==> src/rtl/imsic_msi_arbiter_if.sv <==
// Requester-side bundle of the IMSIC MSI arbiter.
// Requester r owns req_info[r*MSI_INFO_WIDTH +: MSI_INFO_WIDTH].
interface imsic_msi_arbiter_if #(
    parameter int NR_REQ         = 4,
    parameter int MSI_INFO_WIDTH = 17
);
    logic [NR_REQ-1:0]                req_vld;
    logic [NR_REQ-1:0]                req_rdy;
    logic [NR_REQ*MSI_INFO_WIDTH-1:0] req_info;

    modport master (
        output req_vld,
        output req_info,
        input  req_rdy
    );

    modport slave (
        input  req_vld,
        input  req_info,
        output req_rdy
    );
endinterface

==> src/rtl/imsic_msi_arbiter.sv <==
// Round-robin MSI arbiter and pulse pacer in front of the IMSIC CSR gate.
// Optional macro IMSIC_MSI_ARB_DROP_CHK_EN: drop and count invalid MSIs.
module imsic_msi_arbiter #(
    parameter int NR_REQ         = 4,
    parameter int MSI_INFO_WIDTH = 17,
    parameter int NR_SRC         = 32,
    parameter int NR_INTP_FILES  = 7,
    parameter int HOLD_CYC       = 4,
    parameter int GAP_CYC        = 4
) (
    input  logic                       clk,
    input  logic                       rstn,
    imsic_msi_arbiter_if.slave         req,
    output logic [MSI_INFO_WIDTH-1:0]  o_msi_info,
    output logic                       o_msi_info_vld,
    output logic                       o_busy,
    output logic [$clog2(NR_REQ)-1:0]  o_grant_id
`ifdef IMSIC_MSI_ARB_DROP_CHK_EN
    ,
    output logic [15:0]                drop_cnt
`endif
);
    localparam int IDW     = $clog2(NR_REQ);
    localparam int CNT_MAX = (HOLD_CYC > GAP_CYC) ? HOLD_CYC : GAP_CYC;
    localparam int CW      = $clog2(CNT_MAX + 1);

    if (NR_REQ < 2 || NR_REQ > 16 || HOLD_CYC < 1 || GAP_CYC < 1 ||
        NR_SRC < 2 || NR_INTP_FILES < 1) begin : g_cfg_err
        $error("imsic_msi_arbiter: unsupported parameter set");
    end

    typedef enum logic [1:0] {IDLE, ASSERT, GAP} state_e;

    state_e                    state_q;
    logic [CW-1:0]             cnt_q;
    logic [IDW-1:0]            rr_ptr_q;
    logic [IDW-1:0]            rr_ptr_d;
    logic [IDW-1:0]            grant_q;
    logic [MSI_INFO_WIDTH-1:0] info_q;
    logic                      vld_q;
    logic                      busy_q;

    logic [2*NR_REQ-1:0]       dbl;
    logic [NR_REQ-1:0]         rot;
    logic [IDW-1:0]            ofs;
    logic [IDW:0]              sum;
    logic [IDW-1:0]            win;
    logic                      found;
    logic                      accept;
    logic                      fwd;
    logic [MSI_INFO_WIDTH-1:0] info_w;

    // Rotate so the search always starts at bit 0, then map back.
    always_comb begin
        dbl   = {req.req_vld, req.req_vld};
        rot   = NR_REQ'(dbl >> rr_ptr_q);
        found = 1'b0;
        ofs   = '0;
        for (int i = 0; i < NR_REQ; i++) begin
            if (!found && rot[i]) begin
                found = 1'b1;
                ofs   = IDW'(i);
            end
        end
        sum = {1'b0, rr_ptr_q} + {1'b0, ofs};
        if (sum >= (IDW+1)'(NR_REQ)) begin
            sum = sum - (IDW+1)'(NR_REQ);
        end
        win      = sum[IDW-1:0];
        rr_ptr_d = (win == IDW'(NR_REQ - 1)) ? '0 : win + 1'b1;
    end

    assign accept = (state_q == IDLE) && found;

    always_comb begin
        req.req_rdy = '0;
        if (accept) begin
            req.req_rdy[win] = 1'b1;
        end
    end

    always_comb begin
        info_w = '0;
        for (int i = 0; i < NR_REQ; i++) begin
            if (win == IDW'(i)) begin
                info_w = req.req_info[i*MSI_INFO_WIDTH +: MSI_INFO_WIDTH];
            end
        end
    end

`ifdef IMSIC_MSI_ARB_DROP_CHK_EN
    localparam int SRCW = $clog2(NR_SRC);
    localparam int FW   = (NR_INTP_FILES > 1) ? $clog2(NR_INTP_FILES) : 1;

    logic [SRCW-1:0] src;
    logic [FW-1:0]   file;
    logic [15:0]     drop_cnt_q;

    assign src      = info_w[SRCW-1:0];
    assign file     = info_w[SRCW +: FW];
    assign fwd      = (src != '0) && (32'(src) < NR_SRC) &&
                      (32'(file) < NR_INTP_FILES);
    assign drop_cnt = drop_cnt_q;
`else
    assign fwd = 1'b1;
`endif

    always_ff @(posedge clk or negedge rstn) begin
        if (!rstn) begin
            state_q    <= IDLE;
            cnt_q      <= '0;
            rr_ptr_q   <= '0;
            grant_q    <= '0;
            info_q     <= '0;
            vld_q      <= 1'b0;
            busy_q     <= 1'b0;
`ifdef IMSIC_MSI_ARB_DROP_CHK_EN
            drop_cnt_q <= '0;
`endif
        end else begin
            unique case (state_q)
                IDLE: begin
                    if (accept) begin
                        rr_ptr_q <= rr_ptr_d;
                        grant_q  <= win;
                        if (fwd) begin
                            info_q  <= info_w;
                            vld_q   <= 1'b1;
                            busy_q  <= 1'b1;
                            cnt_q   <= '0;
                            state_q <= ASSERT;
                        end
`ifdef IMSIC_MSI_ARB_DROP_CHK_EN
                        else if (drop_cnt_q != 16'hFFFF) begin
                            drop_cnt_q <= drop_cnt_q + 16'd1;
                        end
`endif
                    end
                end
                ASSERT: begin
                    if (cnt_q == CW'(HOLD_CYC - 1)) begin
                        cnt_q   <= '0;
                        vld_q   <= 1'b0;
                        state_q <= GAP;
                    end else begin
                        cnt_q <= cnt_q + 1'b1;
                    end
                end
                GAP: begin
                    if (cnt_q == CW'(GAP_CYC - 1)) begin
                        cnt_q   <= '0;
                        busy_q  <= 1'b0;
                        state_q <= IDLE;
                    end else begin
                        cnt_q <= cnt_q + 1'b1;
                    end
                end
                default: state_q <= IDLE;
            endcase
        end
    end

    assign o_msi_info     = info_q;
    assign o_msi_info_vld = vld_q;
    assign o_busy         = busy_q;
    assign o_grant_id     = grant_q;
endmodule

==> src/flat_wrapper.sv <==
// flat-port wrapper written by rule: the top's interface ports become plain ports
module imsic_msi_arbiter_flat 
#(
    parameter int NR_REQ         = 4,
    parameter int MSI_INFO_WIDTH = 17,
    parameter int NR_SRC         = 32,
    parameter int NR_INTP_FILES  = 7,
    parameter int HOLD_CYC       = 4,
    parameter int GAP_CYC        = 4
)
  (clk, rstn, o_msi_info, o_msi_info_vld, o_busy, o_grant_id, req_req_vld, req_req_info, req_req_rdy);
  imsic_msi_arbiter_if #(.NR_REQ(NR_REQ), .MSI_INFO_WIDTH(MSI_INFO_WIDTH)) req_i ();
  input  logic clk;
  input  logic rstn;
  output logic [MSI_INFO_WIDTH-1:0] o_msi_info;
  output logic o_msi_info_vld;
  output logic o_busy;
  output logic [$clog2(NR_REQ)-1:0] o_grant_id;
  input wire logic [$bits(req_i.req_vld)-1:0] req_req_vld;
  input wire logic [$bits(req_i.req_info)-1:0] req_req_info;
  output wire logic [$bits(req_i.req_rdy)-1:0] req_req_rdy;
  assign req_i.req_vld = req_req_vld;
  assign req_i.req_info = req_req_info;
  assign req_req_rdy = req_i.req_rdy;
  imsic_msi_arbiter #(.NR_REQ(NR_REQ), .MSI_INFO_WIDTH(MSI_INFO_WIDTH), .NR_SRC(NR_SRC), .NR_INTP_FILES(NR_INTP_FILES), .HOLD_CYC(HOLD_CYC), .GAP_CYC(GAP_CYC)) u_core (.clk(clk), .rstn(rstn), .req(req_i), .o_msi_info(o_msi_info), .o_msi_info_vld(o_msi_info_vld), .o_busy(o_busy), .o_grant_id(o_grant_id));
endmodule
==> config.mk <==
export PLATFORM = sky130hd
export DESIGN_NAME = imsic_msi_arbiter_flat
export DESIGN_NICKNAME = d
export VERILOG_FILES = /design/src/rtl/imsic_msi_arbiter_if.sv /design/src/rtl/imsic_msi_arbiter.sv /design/src/flat_wrapper.sv
export SDC_FILE = /design/constraint.sdc
export NUM_CORES = 1
export LEC_CHECK = 0
export ABC_CLOCK_PERIOD_IN_PS = 9300
export CORE_ASPECT_RATIO = 0.6
export CORE_MARGIN = 3
export CORE_UTILIZATION = 46
export CTS_BUF_LIST = sky130_fd_sc_hd__clkbuf_2 sky130_fd_sc_hd__clkbuf_4 sky130_fd_sc_hd__clkbuf_8
export DETAILED_ROUTE_END_ITERATION = 7
export PLACE_DENSITY = 0.88
export SLEW_MARGIN = 25
export SYNTH_ARGS = -nofsm -noshare
export SYNTH_HDL_FRONTEND = slang
export SYNTH_SLANG_ARGS = --single-unit
==> constraint.sdc <==
create_clock -name clk -period 9.3 [get_ports clk]
set_input_delay 0.93 -clock clk [delete_from_list [all_inputs] [get_ports clk]]
set_output_delay 0.93 -clock clk [all_outputs]
set_load 0.01 [all_outputs]
# After elaboration in Yosys (flattened, before gate mapping)
# Cells that the tools add are included.
# op_classes
add_sub_neg	4
order_cmp	3
n_eq_ne	9
shifts	1
n_mux	27
n_reduce_logical	19
# op_table
op	count
2-to-1 mux 17 bit	4
2-to-1 mux 2 bit	7
AND reduction 3 bit	3
2-to-1 mux 1 bit	8
right shift 8 x 2 -> 4 bit	1
equality test 2 bit (second input constant)	3
2-to-1 mux 3 bit	2
!= test 2 x 1 -> 1 bit (second input constant)	3
one-hot mux 2 bit (3 select lines)	1
one-hot mux 3 bit (2 select lines)	1
nonzero test 2 bit	3
logical AND 1 bit	5
equality test 2 x 1 -> 1 bit (second input constant)	2
logical NOT 2 bit	2
2-to-1 mux 4 bit	1
one-hot mux 1 bit (2 select lines)	2
AND reduction 2 bit	2
adder 2 x 2 -> 3 bit	1
adder 3 x 1 -> 3 bit (second input constant)	1
equality test 3 x 2 -> 1 bit (second input constant)	1
greater-or-equal comparator 3 bit (second input constant)	1
logical NOT 1 bit	3
< comparator 2 x 3 -> 1 bit (second input constant)	1
adder 2 x 1 -> 2 bit (second input constant)	1
other kinds (4)	4
# totals
ff_bits	28

# Longest topological paths before layout
# Gate-level depths: netlist of run 1.
# logic_depth
word_depth	19
ltp_mapped	17

# Worst setup path before layout of run 1
# No wires, ideal clock.
# synth_timing
kind	input-to-output
start	input req_req_vld[2]
end	output req_req_rdy[2]
t_arrival_ps	3090
t_required_ps	8370
path_slack_ps	5280
path_stages	13
path_buffers	3
path_cell_list	buf_6 > and2b_1 > a21oi_1 > o22ai_1 > o21a_1 > ha_1 > xnor2_1 > and4_1 > nor2_1 > ha_1 > clkbuf_1 > clkbuf_1 > and3_1
# synth_between
elab_chain_len	19
# synth_lines
item	line	text
start: declaration	flat_wrapper.sv:19	input wire logic [$bits(req_i.req_vld)-1:0] req_req_vld;
right shift 8 x 2 -> 4 bit *	imsic_msi_arbiter.sv:56	rot = NR_REQ'(dbl >> rr_ptr_q);
2-to-1 mux 1 bit	imsic_msi_arbiter.sv:60	if (!found && rot[i]) begin
logical NOT 1 bit	imsic_msi_arbiter.sv:60	
logical AND 1 bit	imsic_msi_arbiter.sv:60	
2-to-1 mux 1 bit	imsic_msi_arbiter.sv:60	
logical NOT 1 bit	imsic_msi_arbiter.sv:60	
logical AND 1 bit	imsic_msi_arbiter.sv:60	
2-to-1 mux 1 bit	imsic_msi_arbiter.sv:60	
[... 4 more ...]	-	
greater-or-equal comparator 3 bit / subtractor 2 x 1 -> 2 bit (equally long branches)	imsic_msi_arbiter.sv:66, imsic_msi_arbiter.sv:67	
2-to-1 mux 2 bit *	imsic_msi_arbiter.sv:66	if (sum >= (IDW+1)'(NR_REQ)) begin
via u_core.sum[1]	imsic_msi_arbiter.sv:46	logic [IDW:0] sum;
< comparator 2 x 3 -> 1 bit (not written as such) / greater-or-equal comparator 2 x 1 -> 1 bit (equally long branches)	imsic_msi_arbiter.sv:78	req.req_rdy[win] = 1'b1;
logical AND 1 bit (not written as such)	imsic_msi_arbiter.sv:78	
2-to-1 mux 1 bit (not written as such)	imsic_msi_arbiter.sv:78	
demux 1 bit (select 2 bit) *	-	
2-to-1 mux 4 bit *	imsic_msi_arbiter.sv:77	if (accept) begin
end: declaration	flat_wrapper.sv:21	output wire logic [$bits(req_i.req_rdy)-1:0] req_req_rdy;
# The timed path passes the listed nets; every way through them passes the cells marked *.

# Final worst setup path of run 1
# layout_timing
start	input req_req_vld[2]
end	output req_req_rdy[1]
# layout_between
elab_chain_len	19
# layout_lines
item	line	text
right shift 8 x 2 -> 4 bit *	imsic_msi_arbiter.sv:56	
2-to-1 mux 1 bit	imsic_msi_arbiter.sv:60	
logical NOT 1 bit	imsic_msi_arbiter.sv:60	
logical AND 1 bit	imsic_msi_arbiter.sv:60	
2-to-1 mux 1 bit	imsic_msi_arbiter.sv:60	
logical NOT 1 bit	imsic_msi_arbiter.sv:60	
logical AND 1 bit	imsic_msi_arbiter.sv:60	
2-to-1 mux 1 bit	imsic_msi_arbiter.sv:60	
[... 3 more ...]	-	
adder 2 x 2 -> 3 bit	imsic_msi_arbiter.sv:65	sum = {1'b0, rr_ptr_q} + {1'b0, ofs};
greater-or-equal comparator 3 bit / subtractor 2 x 1 -> 2 bit (equally long branches)	imsic_msi_arbiter.sv:66, imsic_msi_arbiter.sv:67	
2-to-1 mux 2 bit	imsic_msi_arbiter.sv:66	
< comparator 2 x 3 -> 1 bit (not written as such) / greater-or-equal comparator 2 x 1 -> 1 bit (equally long branches)	imsic_msi_arbiter.sv:78	
logical AND 1 bit (not written as such)	imsic_msi_arbiter.sv:78	
2-to-1 mux 1 bit (not written as such)	imsic_msi_arbiter.sv:78	
demux 1 bit (select 2 bit)	-	
2-to-1 mux 4 bit *	imsic_msi_arbiter.sv:77	
# Every way passes the cells marked *; elsewhere a longest branch is shown, timed or not.

==> metrics.txt, run 1 <==
Worst R2R Setup Slack=5.79 ns; syn_nets=314; Synth-to-Final Area Change=48.34%; Hold Fails Final Rpt=0; Worst-path clk slew=0.09 ns; Synth Area in XOR/XNOR=0.4225%; Seq/Total Area, Yosys=33.80%; initial antenna violation count=0; area of the multi-input gates=1155 sq um; crit path max-delay cell type=ha_1; outcome=completed; Fmax achieved=0.1865 GHz; Sequential Power Share=19.3%; CP Buf/Inv Count=2; input/output buffers=98; Int Power=0.6530 mW; WL per Instance=15.66 um; largest net degree at the start of global routing=36; diode count=0; Setup TNS=0 ns; Final period util=57.66%; initial core utilization=49.23%; vias per inst=5.504; CP Capture Type=primary output; die footprint=5375 sq um; gpl congestion=0.8542; Detailed Place HPWL=4319 um; Boundary Pins=99; overall global routing resource usage=22.81%; delay-heaviest family, CP=buffers and inverters; Worst-Skew Late Latency=0.27 ns; final worst path period need=5.362 ns; mapped cell area=2073 sq um; Fin Clk Skew=0.002655 ns; Core Util, Final=73.02%; dominant cell type by area after synthesis=dfrtp_1; # rows=18; sw frac=46.20%; clock power share=6.1%; Die Height=58 um; CORE AREA=4212 sq um; H-tree levels=1; synthesized-area fraction occupied by adder cells=6.035%; Worst Setup Start Kind=input port; hold path endpoint=u_core.cnt_q[2]; number of DRC markers in iteration 0=56; TritonCTS Buffers=3; CTS root buffer=clkbuf_8; Synth Area in Compound Gates=31.93%; power density cells=394.6 nW/um^2; Worst-Margin Slew=0.7641 ns; count of cell types in the netlist=42; reg2reg path depth=14; vias=2064; Leak=1.283 nW; largest fanout on the critical path=19; Peak VDD IR=0.2922 mV; Yosys top cell area share=33.80%; CP arrival=4.43 ns; commonest non-fill, non-tap cells in the layout=clkdlybuf4s50_1, a21oi_1, dfrtp_1; Crit Path Category=input port to primary output; Switch Pwr=0.5607 mW; Hold-fix buffers, CTS=0; largest cells by area after synthesis=dfrtp_1, a21oi_1, a211o_1; Antenna Nets Post-Route=0; setup violators final=0; Reg-to-Reg Start=u_core.rr_ptr_q[1]; Yosys reg bits=28; endpoint of the worst register-to-register path=u_core.o_msi_info[1]; vias in the first global route=2161; layout cell share with drive strength beyond 1=13.65%; buffer count from post-CTS setup fixing=0; mux share of post-synthesis cell area=1.931%; Sink Count=28; max-slew violations=0; # resized after CTS=0; final WL=5873 um; worst path required time=8.37 ns; Pre-antenna DRT Iters=4; Post-synth top flop=dfrtp_1; async set-reset flop share out of synthesis=100.0%; Residual DRC=0; Max Cap Viol=0; Yosys warning count=0; GRT Residual Overflow=0; Max-slew headroom=49.06%; total of fill cells in the finished design=341; die width=92.67 um; largest family of logic cells by synthesized area=compound AO/OA/AOI/OAI gates; hold_sp=u_core.cnt_q[2]; first-pass GRT wire length=9929 um; Gate Count Post-Synth=230; critical-path cell list=clkdlybuf4s50_1 -> and2b_1 -> a21oi_1 -> o22ai_1 -> o21a_1 -> ha_1 -> xnor2_1 -> and4_1 -> or2_2 -> ha_1 -> and3_1 -> clkdlybuf4s50_1; Avg Cell Area, Syn=9.014 sq um; slowest stage delay, CP=0.65 ns; Clock Path Buffers=2; Synth Area in Simple Gates=15.39%; nets=400; Hold Path Depth=1; CTS tree=done; Hold Crit Class=flop to flop; register area=700.7 sq um; number of enable flip-flop cells after synthesis=0; combinational fraction of design power=74.6%; commonest non-fill, non-tap cell in the layout=clkdlybuf4s50_1; RSZ-0062 raised after global routing=no
[power groups by stage]
stage / Combinational, mW / Sequential, mW / Clock, mW
2_1_floorplan: 0.642 / 0.249 / 0
3_3_place_gp: 0.878 / 0.233 / 0
3_5_place_dp: 0.905 / 0.236 / 0
4_1_cts: 0.910 / 0.234 / 0.0766
5_1_grt: 1.01 / 0.241 / 0.0814
6_report: 0.905 / 0.235 / 0.0742
[area by class of cell]
cell class / instances / area share, %
multi-input combinational: 160 / 37.55
timing repair buffer: 102 / 32.87
sequential: 28 / 22.78
clock buffer: 4 / 1.790
inverter: 21 / 2.563
tap: 60 / 2.441
[layer usage]
metal / GRT usage (%) / share of wire (%) / vias to the layer above
met1: 28.78 / 42 / 976
met5: 0 / 0 / -
met2: 38.04 / 46 / 80
met3: 8.301 / 11 / 4
li1: - / - / 1004
met4: 5.219 / 0.63 / 0
[worst register-to-register path, stage by stage, from the launching register on]
cell and delay [ns]:
dfrtp_1 0.50, nand2_1 0.11, a2bb2oi_1 0.16, o221ai_1 0.13
o21a_1 0.14, ha_1 0.20, xnor2_1 0.14, and4_1 0.24
or2_2 0.30, ha_1 0.46, nor2b_1 0.22, buf_4 0.26
a221oi_1 0.12, a211o_1 0.32, a21oi_1 0.15
[Yosys cell counts (all sizes together) (2+ instances only)]
library cell and number:
o21a 2, and3 4, inv 21, a32oi 2, nor3b 2, nand2b 2, nand2 10, and2 2
dfrtp 28, o21ai 8, a21oi 39, nor2b 3, and2b 2, a2bb2oi 2, a211o 17, clkbuf 9
a221oi 17, o31ai 2, buf 12, nor2 21, mux2i 4, ha 10
[how the worst max path moves through the flow]
| stage | startpoint | depth (start not counted) | endpoint |
|---|---|---|---|
| floorplan | req_req_vld[2] | 13 | req_req_rdy[2] |
| global placement | req_req_vld[2] | 12 | req_req_rdy[1] |
| detailed placement | req_req_vld[2] | 12 | req_req_rdy[1] |
| CTS | req_req_vld[2] | 12 | req_req_rdy[1] |
| global route | req_req_vld[2] | 12 | req_req_rdy[1] |
| finish | req_req_vld[2] | 12 | req_req_rdy[1] |
[registers in the layout (all words and copies together), names as in the netlist]
register,flops
u_core.o_busy,1
u_core.o_msi_info,17
u_core.cnt_q,3
u_core.o_grant_id,2
u_core.rr_ptr_q,2
u_core.state_q,2
u_core.o_msi_info_vld,1
[per-stage QoR]
stage | hold slack, ns | setup WS (ns) | std cells | area [sq um] | total power, mW
6_report | 0.5036 | 3.938 | 375 | 3075 | 1.214
5_1_grt | 0.5255 | 3.610 | 375 | 3075 | 1.334
4_1_cts | 0.5151 | 3.897 | 375 | 3075 | 1.221
3_5_place_dp | 0.4811 | 3.948 | 371 | 3020 | 1.141
3_3_place_gp | 0.4600 | 4.129 | 371 | 3020 | 1.112
2_1_floorplan | 0.4486 | 5.280 | 230 | 2073 | 0.8909
[cell families after synthesis]
group,after synthesis
AO/OA/AOI/OAI,93
XOR/XNOR,1
adder cells (fa/ha/maj),10
buffers and inverters,42
flip-flops,28
multiplexers,4
AND/OR/NAND/NOR,52
Power figures use the tool's default switching activity.
==> run 2, diff against run 1 <==
--- a/config.mk
+++ b/config.mk
@@ -5,13 +5,13 @@
 export SDC_FILE = /design/constraint.sdc
 export NUM_CORES = 1
 export LEC_CHECK = 0
-export ABC_CLOCK_PERIOD_IN_PS = 9300
+export ABC_CLOCK_PERIOD_IN_PS = 5200
 export CORE_ASPECT_RATIO = 0.6
 export CORE_MARGIN = 3
-export CORE_UTILIZATION = 46
+export CORE_UTILIZATION = 42
 export CTS_BUF_LIST = sky130_fd_sc_hd__clkbuf_2 sky130_fd_sc_hd__clkbuf_4 sky130_fd_sc_hd__clkbuf_8
 export DETAILED_ROUTE_END_ITERATION = 7
-export PLACE_DENSITY = 0.88
+export PLACE_DENSITY = 0.81
 export SLEW_MARGIN = 25
 export SYNTH_ARGS = -nofsm -noshare
 export SYNTH_HDL_FRONTEND = slang
==> constraint.sdc (replaced) <==
create_clock -name clk -period 5.2 [get_ports clk]
set_input_delay 0.52 -clock clk [delete_from_list [all_inputs] [get_ports clk]]
set_output_delay 0.52 -clock clk [all_outputs]
set_load 0.01 [all_outputs]
==> run 2 against run 1 <==
Cell count rose by 0.80%. Die area rose by 8.7%. Global-route usage fell by 2.4 points. Critical path type unchanged. Utilization fell by 6.6 points.
==> metrics.txt, run 2 (synthesis gave the netlist of run 1 again) <==
buffer count from post-CTS setup fixing=0 (unchanged); Hold Crit Class=flop to flop; endpoint of the worst register-to-register path=u_core.o_msi_info[12]; diode count=0 (unchanged); final worst path period need=4.539 ns; initial antenna violation count=0 (unchanged); area of the multi-input gates=1155 sq um (unchanged); Final Cell Area=3095 sq um (+0.65%); CP Buf/Inv Count=2 (unchanged); Int Power=1.202 mW (+84%); register area=700.7 sq um (unchanged); TritonCTS Buffers=3 (unchanged); gpl congestion=0.8219 (-3.8%); Worst R2R Setup Slack=1.70 ns (-4.09 ns); largest net degree at the start of global routing=36 (unchanged); Hold Fails Final Rpt=0 (unchanged); Total Power=2.218 mW (+83%); sw frac=45.81% (-0.39 points); layout cell share with drive strength beyond 1=13.65% (unchanged); first-pass GRT wire length=9625 um (-3.1%); commonest non-fill, non-tap cells in the layout=clkdlybuf4s50_1, a21oi_1, dfrtp_1; Sink Count=28 (unchanged); crit path max-delay cell type=ha_1; # resized after CTS=0 (unchanged); slowest stage delay, CP=0.69 ns (+0.04 ns); Peak VDD IR=0.4059 mV (+39%); WL per Instance=16.11 um (+2.9%); die width=96.71 um (+4.4%); combinational fraction of design power=73.3% (-1.3 points); commonest non-fill, non-tap cell in the layout=clkdlybuf4s50_1; input/output buffers=98 (unchanged); # rows=19 (+1); Switch Pwr=1.016 mW (+81%); final WL=6089 um (+3.7%); Leak=1.290 nW (+0.54%); Die Height=60.42 um (+4.2%); Detailed Place HPWL=4457 um (+3.2%); reg2reg path depth=14 (unchanged); Antenna Nets Post-Route=0 (unchanged); final non-filler cell total=378 (+0.80%); Synth-to-Final Area Change=49.31%; vias per inst=5.397 (-1.9%); CP startpoint=req_req_vld[2]; setup violators final=0 (unchanged); Residual DRC=0 (unchanged); number of flip-flops under the largest register name=17 (unchanged); Hold-fix buffers, CTS=0 (unchanged); Boundary Pins=99 (unchanged); Worst-Skew Late Latency=0.28 ns (about the same); number of DRC markers in iteration 0=98 (+75%); CORE AREA=4659 sq um (+11%); Reg-to-Reg Start=u_core.rr_ptr_q[1]; total of fill cells in the finished design=388 (+14%); vias in the first global route=1939 (-10%); max-slew violations=0 (unchanged); worst path required time=4.68 ns (-3.69 ns); Fin Clk Skew=0.007650 ns (+0.004995 ns); CP arrival=4.02 ns (-0.41 ns); CP Capture Type=primary output; Sequential Power Share=19.0% (-0.3 points); crit path to=req_req_rdy[1]; vias=2040 (-1.2%); Worst-Margin Slew=0.8198 ns (+0.05569 ns); delay-heaviest family, CP=buffers and inverters; Clock Path Buffers=2 (unchanged); Final period util=87.29%; outcome=completed; largest fanout on the critical path=19 (unchanged); CTS tree=done; Fmax achieved=0.2203 GHz; die footprint=5843 sq um (+8.7%); GRT Residual Overflow=0 (unchanged); CTS root buffer=clkbuf_8; overall global routing resource usage=20.44% (-2.4 points); H-tree levels=1 (unchanged); critical-path cell list=clkdlybuf4s50_1 -> and2b_1 -> a21oi_1 -> o22ai_1 -> o21a_1 -> ha_1 -> xnor2_1 -> and4_1 -> or2_2 -> ha_1 -> and3_1 -> clkdlybuf4s50_1; Setup TNS=0 ns (unchanged); clock power share=7.8% (+1.7 points); Worst path depth=12 (unchanged); nets=400 (unchanged); power density cells=716.6 nW/um^2 (+82%); Worst Setup Start Kind=input port; Worst-path clk slew=0.09 ns (about the same); Max Cap Viol=0 (unchanged); Pre-antenna DRT Iters=4 (unchanged); RSZ-0062 raised after global routing=no; Crit Path Category=input port to primary output; Max-slew headroom=45.35% (-3.7 points); Post-DP Area=3024 sq um (+0.12%); initial core utilization=44.50% (-4.7 points); dpl cells=374 (+0.81%)
## run 2: changes by cell type in the layout (fill, tap and decap cells not counted), sizes merged
cell,change
bufinv,+1
clkbuf,-1
## run 2: through the flow
step           util, %  hold WS (ns)  setup slack [ns]
2_1_floorplan        -        0.2244             1.940
3_3_place_gp     64.90        0.4646            0.8483
3_5_place_dp     64.90        0.4673            0.7093
4_1_cts          66.43        0.4907            0.7046
5_1_grt          66.43        0.5209            0.4781
6_report         66.43        0.4857            0.6607
## run 2: power groups by stage
stage / logic (mW) / registers (mW) / clock network (mW)
floorplan: 1.15 / 0.445 / 0
global placement: 1.58 / 0.420 / 0
detailed placement: 1.63 / 0.422 / 0
CTS: 1.63 / 0.419 / 0.178
global route: 1.80 / 0.432 / 0.184
finish: 1.63 / 0.420 / 0.173
## run 2: final cells by class
type                       count  share of cell area [%]
multi-input combinational    160                   37.31
timing repair buffer         102                   32.66
sequential                    28                   22.64
inverter                      21                   2.546
tap                           63                   2.546
clock buffer                   3                   1.334
clock inverter                 1                  0.9701
## run 2: worst min-delay path by stage
| stage | slack [ns] | cells past startpoint | end | startpoint |
|---|---|---|---|---|
| 2_1_floorplan | 0.22 | 0 | u_core.cnt_q[0] | rstn |
| 3_3_place_gp | 0.46 | 1 | u_core.cnt_q[2] | u_core.cnt_q[2] |
| 3_5_place_dp | 0.47 | 1 | u_core.cnt_q[2] | u_core.cnt_q[2] |
| 4_1_cts | 0.49 | 1 | u_core.cnt_q[2] | u_core.cnt_q[2] |
| 5_1_grt | 0.52 | 1 | u_core.cnt_q[2] | u_core.cnt_q[2] |
| 6_report | 0.49 | 1 | u_core.cnt_q[2] | u_core.cnt_q[2] |
## run 2: layer usage
layer,vias to the layer above,global-route usage (%),wire length (um)
met4,0,2.600,19
met2,105,33.04,2656
met3,2,8.381,696
met1,930,26.96,2716
met5,-,0,0
li1,1003,-,-
==> run 3, diff against run 2 <==
--- a/config.mk
+++ b/config.mk
@@ -12,6 +12,7 @@
 export CTS_BUF_LIST = sky130_fd_sc_hd__clkbuf_2 sky130_fd_sc_hd__clkbuf_4 sky130_fd_sc_hd__clkbuf_8
 export DETAILED_ROUTE_END_ITERATION = 7
 export PLACE_DENSITY = 0.81
+export REMOVE_ABC_BUFFERS = 1
 export SLEW_MARGIN = 25
 export SYNTH_ARGS = -nofsm -noshare
 export SYNTH_HDL_FRONTEND = slang
==> run 3 against run 2 <==
Clock skew rose by 0.0015 ns. Sequential share of layout area decreased by 0.055 points. Register-to-register slack better by 0.19 ns. Critical endpoint is now req_req_rdy[0]. Largest power group unchanged. Highest routed layer unchanged.
==> metrics.txt, run 3 (synthesis gave the netlist of run 1 again) <==
Pre-antenna DRT Iters=4 (unchanged); layout cell share with drive strength beyond 1=13.92% (+0.27 points); worst path required time=4.68 ns (about the same); RSZ-0062 raised after global routing=no; commonest non-fill, non-tap cells in the layout=clkdlybuf4s50_1, a21oi_1, dfrtp_1; Die Height=60.42 um (unchanged); Worst R2R Setup Slack=1.89 ns (+0.19 ns); hold_sp=u_core.cnt_q[2]; Hold Crit Class=flop to flop; Worst Setup Start Kind=input port; Reg-to-Reg Start=u_core.rr_ptr_q[1]; vias=2052 (+0.59%); Residual DRC=0 (unchanged); Sink Count=28 (unchanged); die width=96.71 um (unchanged); largest net degree at the start of global routing=36 (unchanged); # rows=19 (unchanged); diode count=0 (unchanged); setup violators final=0 (unchanged); CTS tree=done; hold path endpoint=u_core.cnt_q[2]; CP Capture Type=primary output; max-slew violations=0 (unchanged); WL per Instance=15.87 um (-1.5%); die footprint=5843 sq um (unchanged); vias per inst=5.414 (+0.32%); Peak VDD IR=0.3532 mV (-13%); Final period util=76.92% (-10 points); # resized after CTS=0 (unchanged); outcome=completed; Fmax achieved=0.2500 GHz (+13%); Fin Clk Skew=0.009107 ns (+0.001457 ns); Max-slew headroom=65.45% (+20 points); overall global routing resource usage=20.40% (-0.035 points); Hold Path Depth=1 (unchanged); first-pass GRT wire length=9811 um (+1.9%); initial core utilization=44.50% (unchanged); final WL=6015 um (-1.2%); H-tree levels=1 (unchanged); Clock Path Buffers=2 (unchanged); reg2reg path depth=15 (+1); CTS root buffer=clkbuf_8; total of fill cells in the finished design=405 (+4.4%); endpoint of the worst register-to-register path=u_core.o_msi_info[3]; Worst-Margin Slew=0.5136 ns (-0.3062 ns); Total Power=2.213 mW (-0.22%); Worst-Skew Late Latency=0.28 ns (about the same); largest fanout on the critical path=9 (-10); Crit Path Category=input port to primary output; CORE AREA=4659 sq um (unchanged); commonest non-fill, non-tap cell in the layout=clkdlybuf4s50_1; Antenna Nets Post-Route=0 (unchanged); Setup TNS=0 ns (unchanged); number of flip-flops under the largest register name=17 (unchanged); CP arrival=3.48 ns (-0.54 ns); initial antenna violation count=0 (unchanged); buffer count from post-CTS setup fixing=0 (unchanged); Hold Fails Final Rpt=0 (unchanged); gpl congestion=0.7901 (-3.9%); input/output buffers=98 (unchanged); Hold-fix buffers, CTS=0 (unchanged); TritonCTS Buffers=3 (unchanged); WHS=0.4948 ns (+0.009060 ns); Synth-to-Final Area Change=49.67%; Leak=1.295 nW (+0.40%); vias in the first global route=1977 (+2.0%); number of DRC markers in iteration 0=52 (-47%); Detailed Place HPWL=4362 um (-2.1%); Boundary Pins=99 (unchanged); nets=401 (+0.25%); power density cells=713.2 nW/um^2 (-0.47%); Worst-path clk slew=0.10 ns (about the same); GRT Residual Overflow=0 (unchanged); Max Cap Viol=0 (unchanged); final worst path period need=4.000 ns (-0.5393 ns)
-- run 3: cell types whose count changed in the layout (fill, tap and decap cells not counted), sizes merged --
cell / before / now
buf: 4 / 5
-- run 3: how the worst max path moves through the flow --
stage	from	end	slack (ns)	depth (start not counted)
floorplan	req_req_vld[2]	u_core.o_msi_info[11]	1.72	13
global placement	req_req_vld[2]	req_req_rdy[0]	1.29	12
detailed placement	req_req_vld[2]	u_core.o_msi_info[3]	1.15	16
CTS	req_req_vld[2]	req_req_rdy[0]	1.20	12
global route	req_req_vld[2]	req_req_rdy[0]	1.04	12
finish	req_req_vld[2]	req_req_rdy[0]	1.20	12
-- run 3: power by group --
part / switching [mW] / leakage, nW / internal (mW) / total, mW
combinational: 0.845 / 0.931 / 0.770 / 1.61
clock: 0.0726 / 0.0357 / 0.103 / 0.176
sequential: 0.0874 / 0.329 / 0.335 / 0.423
total: 1.00 / 1.30 / 1.21 / 2.21
-- run 3: final cells by class --
cell class	instances	area [sq um]	area share, %
Timing Repair Buffer	103	1018	32.82
Tap cell	63	78.83	2.540
Sequential cell	28	700.7	22.58
Clock buffer	3	41.29	1.331
Multi-Input combinational cell	160	1155	37.22
Clock inverter	1	30.03	0.9677
Inverter	21	78.83	2.540
-- run 3: metrics by stage --
step	util [%]	setup slack (ns)	area, sq um	std cells
6_report	66.60	1.200	3103	379
5_1_grt	66.60	1.040	3103	379
4_1_cts	66.60	1.196	3103	379
3_5_place_dp	65.06	1.148	3032	375
3_3_place_gp	65.06	1.288	3032	375
2_1_floorplan	-	1.721	1934	209
-- run 3: per-layer routing --
metal / global-route usage (%) / part of all wire [%]
met1: 28.51 / 48
met2: 32.84 / 46
met3: 6.085 / 6.5
met4: 2.400 / 0.22
met5: 0 / 0
-- run 3: critical path: stages --
cell             delay, ns
clkdlybuf4s50_1       0.63
and2b_1               0.23
a21oi_1               0.12
o22ai_1               0.10
o21a_1                0.19
ha_1                  0.19
xnor2_1               0.14
and4_1                0.23
or2_2                 0.29
ha_1                  0.19
and3_2                0.19
clkdlybuf4s50_1       0.47
